[src/rtl/fb_pkg.sv]
// fb_pkg: shared framebuffer geometry constants and the {page, x} address packing.
package fb_pkg;
  localparam int FB_COLS = 240;
  localparam int FB_PAGES = 8;
  localparam int FB_ADDR_W = 11;
  function automatic logic [FB_ADDR_W-1:0] fb_addr(input logic [2:0] page, input logic [7:0] x);
    return {page, x};
  endfunction
endpackage

[src/rtl/fb_starve_timer.sv]
// fb_starve_timer: counts cycles a requester waits unserved; frc asserts once the limit is reached.
module fb_starve_timer #(
  parameter int STARVE_LIMIT = 15,
  parameter int CNT_W = 4
) (
  input  logic clk,
  input  logic reset,
  input  logic req,
  input  logic gnt,
  output logic frc
);
  localparam logic [CNT_W-1:0] LIM = CNT_W'(STARVE_LIMIT);
  logic [CNT_W-1:0] cnt_q, cnt_d;
  always_comb cnt_d = (!req || gnt) ? '0 : (cnt_q == LIM) ? cnt_q : cnt_q + 1'b1;
  always_ff @(posedge clk or posedge reset)
    if (reset) cnt_q <= '0;
    else cnt_q <= cnt_d;
  assign frc = (cnt_q == LIM);
endmodule

[src/rtl/fb_port_arbiter.sv]
// fb_port_arbiter: single-port framebuffer RAM owner; scan-out reads win unless the host
// writer has starved, and accepted in-range writes mark their page dirty.
module fb_port_arbiter
  import fb_pkg::*;
#(
  parameter int COLS = FB_COLS,
  parameter int PAGES = FB_PAGES,
  parameter int STARVE_LIMIT = 15,
  parameter int CNT_W = 4
) (
  input  logic                 clk,
  input  logic                 reset,
  input  logic                 rd_req,
  input  logic [7:0]           rd_x,
  input  logic [2:0]           rd_page,
  output logic                 rd_gnt,
  output logic                 rd_valid,
  output logic [7:0]           rd_data,
  input  logic                 wr_valid,
  input  logic [7:0]           wr_x,
  input  logic [2:0]           wr_page,
  input  logic [7:0]           wr_data,
  output logic                 wr_ready,
  output logic [PAGES-1:0]     dirty,
  input  logic [PAGES-1:0]     dirty_clr,
  output logic                 err,
  output logic [FB_ADDR_W-1:0] mem_addr,
  output logic                 mem_we,
  output logic [7:0]           mem_wdata,
  input  logic [7:0]           mem_rdata
);
  localparam logic [7:0] COLS_B = 8'(COLS);
  logic frc, rd_oob, wr_oob;
  logic rd_valid_q, rd_valid_d, rd_oob_q, rd_oob_d, err_q, err_d;
  logic [PAGES-1:0] dirty_q, dirty_d;
  logic [FB_ADDR_W-1:0] last_q, last_d;
  fb_starve_timer #(.STARVE_LIMIT(STARVE_LIMIT), .CNT_W(CNT_W)) u_starve (
    .clk, .reset, .req(wr_valid), .gnt(wr_ready), .frc
  );
  always_comb begin
    rd_oob = (rd_x >= COLS_B);
    wr_oob = (wr_x >= COLS_B);
    rd_gnt = rd_req && !(wr_valid && frc);
    wr_ready = wr_valid && !rd_gnt;
    mem_we = wr_ready && !wr_oob;
    mem_wdata = wr_data;
    mem_addr = rd_gnt ? fb_addr(rd_page, rd_x) : wr_ready ? fb_addr(wr_page, wr_x) : last_q;
    last_d = rd_gnt ? mem_addr : last_q;
    rd_valid_d = rd_gnt;
    rd_oob_d = rd_gnt && rd_oob;
    err_d = err_q | (rd_gnt & rd_oob) | (wr_ready & wr_oob);
    dirty_d = (dirty_q & ~dirty_clr) | (mem_we ? PAGES'(1) << wr_page : '0);
  end
  always_ff @(posedge clk or posedge reset)
    if (reset) begin
      rd_valid_q <= 1'b0;
      rd_oob_q <= 1'b0;
      err_q <= 1'b0;
      dirty_q <= '0;
      last_q <= '0;
    end else begin
      rd_valid_q <= rd_valid_d;
      rd_oob_q <= rd_oob_d;
      err_q <= err_d;
      dirty_q <= dirty_d;
      last_q <= last_d;
    end
  assign rd_valid = rd_valid_q;
  assign rd_data = rd_oob_q ? 8'h00 : mem_rdata;
  assign err = err_q;
  assign dirty = dirty_q;
endmodule

[config.mk]
export PLATFORM = sky130hd
export DESIGN_NAME = fb_port_arbiter
export DESIGN_NICKNAME = d
export VERILOG_FILES = /design/src/rtl/fb_pkg.sv /design/src/rtl/fb_starve_timer.sv /design/src/rtl/fb_port_arbiter.sv
export SDC_FILE = /design/constraint.sdc
export NUM_CORES = 1
export LEC_CHECK = 0
export CORE_ASPECT_RATIO = 1.2
export CORE_MARGIN = 2
export CORE_UTILIZATION = 34
export CTS_BUF_LIST = sky130_fd_sc_hd__clkbuf_8
export CTS_CLUSTER_SIZE = 24
export DETAILED_ROUTE_END_ITERATION = 10
export PLACE_DENSITY = 0.79
export SYNTH_ARGS = -nofsm -noshare
export SYNTH_HDL_FRONTEND = slang
export SYNTH_SLANG_ARGS = --single-unit
[constraint.sdc]
create_clock -name clk -period 1.4 [get_ports clk]
set_input_delay 0.21 -clock clk [delete_from_list [all_inputs] [get_ports clk]]
set_output_delay 0.21 -clock clk [all_outputs]
set_load 0.02 [all_outputs]
==> metrics.md <==
| Metric | Value |
|---|---|
| Status | `finished, violations left` |
| Failing checks | `negative setup slack` |
| Clock skew | `0.00595 ns` |
| Psw | `0.570 mW` |
| Sequential fraction of the synthesis area | `0.466` |
| Gpl congestion | `0.840` |
| Via density | `5.11` |
| DP HPWL | `3.21 mm` |
| FP Rows | `25` |
| Path category of the worst min-delay check | `primary input to async pin` |
| Final wirelength | `5.14 mm` |
| Antenna cell count | `0` |
| Layout cell share with drive strength beyond 1 | `0.448` |
| Port Buffers | `73` |
| Slew HR | `0.765` |
| First DRT Iteration DRCs | `44` |
| Crit. End Element | `output port` |
| Synth warn | `0` |
| H-tree levels | `1` |
| Clock Tree Root | `clkbuf_8` |
| Worst-Margin Slew | `0.353 ns` |
| Mean Syn Cell Area | `9.37 um2` |
| Critical Path Start Type | `flop` |
| Global route overflow | `0` |
| Placeable core area | `3940 um2` |
| Peak supply drop | `557 uV` |
| Clk_lat worst skew | `0.28 ns` |
| Clock Sinks | `26` |
| Max Transition Viols Final | `0` |
| Post-route DRC | `0` |
| Die area | `4640 um2` |
| Die X | `62.5 um` |
| Maximum Capacitance Violations | `0` |
| Final period utilization | `1.38` |
| CTS Hold Buffers Added | `0` |
| # fillers | `319` |
| GRT Total Usage | `0.199` |
| Combinational share of power | `0.296` |
| Synth Instances | `149` |
| # nets final | `302` |
| CTS tree | `done` |
| Largest net degree at the start of global routing | `27` |
| Antenna viol nets, final | `0` |
| Cell variety after synth | `31` |
| Cell Int Power | `1.50 mW` |
| Yosys reg bits | `26` |
| Layout area overhead | `93.3%` |
| Netlist Area Pre-Place | `1400 um2` |
| CP Data Arrival Time | `1.72 ns` |
| Final hold viol count | `0` |
| PD cells | `767 nW/um2` |
| Worst path slowest cell | `dfrtp_1` |
| Setup TNS | `-7.63 ns` |
| First-pass GRT wire length | `7.20 mm` |
| LEAKAGE | `1.27 nW` |
| Vert. Die Dim | `74.2 um` |
| CP max FO | `16` |
| Finished Core Util | `0.685` |
| Type of the worst setup path | `flop to output port` |
| Initial Util | `0.354` |
| Num CTS Buffers | `3` |
| Wire length per cell | `16.9 um` |
| Unrepaired setup endpoints after global routing | `yes` |
| Worst Path Required | `1.19 ns` |
| Flop pwr share | `0.399` |
| Via count | `1553` |
| Switch share | `0.275` |
| Clock share of power | `0.305` |
| Initial antenna violation count | `0` |
| Syn_nets | `200` |
| DR pass1 iterations | `4` |
| Number of global-route vias before repair | `1506` |
| Final Critical Period | `1.93 ns` |
| Worst Slack Setup Final | `-0.525 ns` |
| Max Buffers Root-to-Sink | `2` |
| Clock-pin slew on the worst setup and hold paths | `0.10 ns` |
| Crit-path cells | `ha_2 -> nand4_1 -> nand2_2 -> clkinv_8 -> o21ai_1 -> buf_4` |
| IO Pins | `90` |
| Fmax | `519 MHz` |
| Setup-failing EPs final | `31` |
| Setup WS pre-CTS | `-0.766 ns` |
| CP peak stage delay | `0.38 ns` |
-- cells in the final DEF, fill, tap and decap left out, types with 2 or more instances in the layout --
| master | n |
|---|---|
| nand3_2 | 11 |
| dlygate4sd2_1 | 11 |
| o21ai_1 | 3 |
| nand2b_1 | 2 |
| buf_2 | 4 |
| nor2b_1 | 8 |
| dfrtp_1 | 25 |
| clkbuf_2 | 4 |
| nand3b_1 | 2 |
| clkbuf_8 | 3 |
| buf_4 | 34 |
| buf_6 | 15 |
| nand4_1 | 3 |
| nor3_4 | 2 |
| inv_1 | 8 |
| clkdlybuf4s50_1 | 40 |
| buf_8 | 2 |
| o22ai_2 | 2 |
| nand2_1 | 12 |
| nand3_1 | 2 |
| o22ai_1 | 4 |
| nor3_2 | 3 |
| o21ai_2 | 19 |
| mux2i_1 | 10 |
-- path summary, 6_finish.rpt --
| kind | startpoint | to | slack (ns) | cells after the start |
|---|---|---|---|---|
| setup / recovery | u_starve.cnt_q[1]$_DFFE_PP0P_ | mem_addr[6] | -0.53 | 6 |
| hold / removal | reset | dirty[2]$_DFF_PP0_ | 0.29 | 3 |
| setup reg to reg | u_starve.cnt_q[1]$_DFFE_PP0P_ | err$_DFF_PP0_ | -0.31 | 7 |
| hold reg to reg | err$_DFF_PP0_ | err$_DFF_PP0_ | 0.49 | 1 |
| max in group asynchronous | reset | rd_oob_q$_DFF_PP0_ | 0.84 | 3 |
| min in group clk | wr_data[0] | mem_wdata[0] | 0.42 | 0 |
-- cells by family (layout without fill, tap and decap cells) --
logic type | count (synthesis) | in the layout | synth area share
DFF | 26 | 26 | 0.466
AOI/OAI and AO/OA | 34 | 34 | 0.148
and+or+nand+nor | 51 | 51 | 0.195
xor gates and xnor gates | 2 | 2 | 0.0125
muxes | 10 | 10 | 0.0717
adders and majority gates | 1 | 1 | 0.00896
buffers and inverters | 25 | 126 | 0.0977
-- synthesized netlist by cell type --
cell type / instances / area share
nand3_1: 14 / 0.050
inv_1: 8 / 0.022
a311o_1: 1 / 0.0072
o21ai_0: 15 / 0.054
nand2_1: 13 / 0.035
buf_2: 4 / 0.014
o41ai_2: 1 / 0.012
and3_1: 1 / 0.0045
o21ai_1: 7 / 0.025
nand3b_1: 2 / 0.011
xnor2_1: 1 / 0.0063
dfrtp_1: 26 / 0.47
inv_2: 2 / 0.0054
a211o_1: 1 / 0.0063
nand4_1: 3 / 0.013
buf_4: 8 / 0.043
nor3_1: 4 / 0.014
mux2i_1: 10 / 0.072
clkbuf_1: 2 / 0.0054
nand2b_1: 2 / 0.0090
o22ai_1: 6 / 0.027
nor2_1: 1 / 0.0027
nor2b_1: 8 / 0.036
a21boi_0: 1 / 0.0054
a21o_1: 1 / 0.0054
xor2_1: 1 / 0.0063
nor3_2: 1 / 0.0072
ha_1: 1 / 0.0090
buf_6: 1 / 0.0081
o41ai_1: 1 / 0.0063
and4_1: 2 / 0.013
-- per-layer routing --
metal | global-route usage | routed length (um) | up-vias
li1 | - | - | 724
met1 | 0.225 | 1970 | 740
met3 | 0.0408 | 409 | 9
met5 | 0 | 0 | -
met2 | 0.373 | 2650 | 80
met4 | 0.0765 | 102 | 0
-- sequential cells by signal, summed over array words and instances (netlist names) --
register and cells:
dirty 8, rd_valid 1, last_q 11, u_starve.cnt_q 4, err 1, rd_oob_q 1
-- area by class of cell --
type / count / area, um2 / area share
timing repair buffer: 112 / 1030 / 0.383
clock buffer: 3 / 41.3 / 0.0153
clock inverter: 1 / 30.0 / 0.0111
inverter: 10 / 50.0 / 0.0185
tap: 54 / 67.6 / 0.0250
multi-input combinational: 98 / 823 / 0.305
sequential: 26 / 652 / 0.242
-- power groups by stage --
stage	logic, mW	registers [mW]	clock network [mW]
6_report	0.612	0.826	0.632
5_1_grt	0.652	0.829	0.661
4_1_cts	0.553	0.818	0.639
3_5_place_dp	0.555	0.833	0
3_3_place_gp	0.550	0.831	0
2_1_floorplan	0.260	0.844	0
-- what timing repair did --
item	in CTS	in global routing
pin swaps	1	10
resized for setup	114	67
cloned	2	1
buffers inserted	3	5
endpoints found under the setup margin	46	39
-- worst max-delay path, delay by kind of cell, from the launching register on --
family	cells	cell delay [ns]
buffers and inverters	2	0.30
flip-flops	1	0.38
AO/OA/AOI/OAI	1	0.20
AND/OR/NAND/NOR	2	0.35
adder cells (fa/ha/maj)	1	0.20
-- per-stage QoR --
step / hold WS (ns) / power (mW) / instances / cell area, um2
final: 0.286 / 2.07 / 304 / 2700
after global routing: 0.327 / 2.14 / 304 / 2700
after CTS: 0.293 / 2.01 / 298 / 2460
after detailed placement: 0.420 / 1.39 / 289 / 2350
after global placement: 0.420 / 1.38 / 289 / 2350
after floorplan: 0.250 / 1.10 / 149 / 1450
Note: power is estimated with default switching activity, not from simulation.
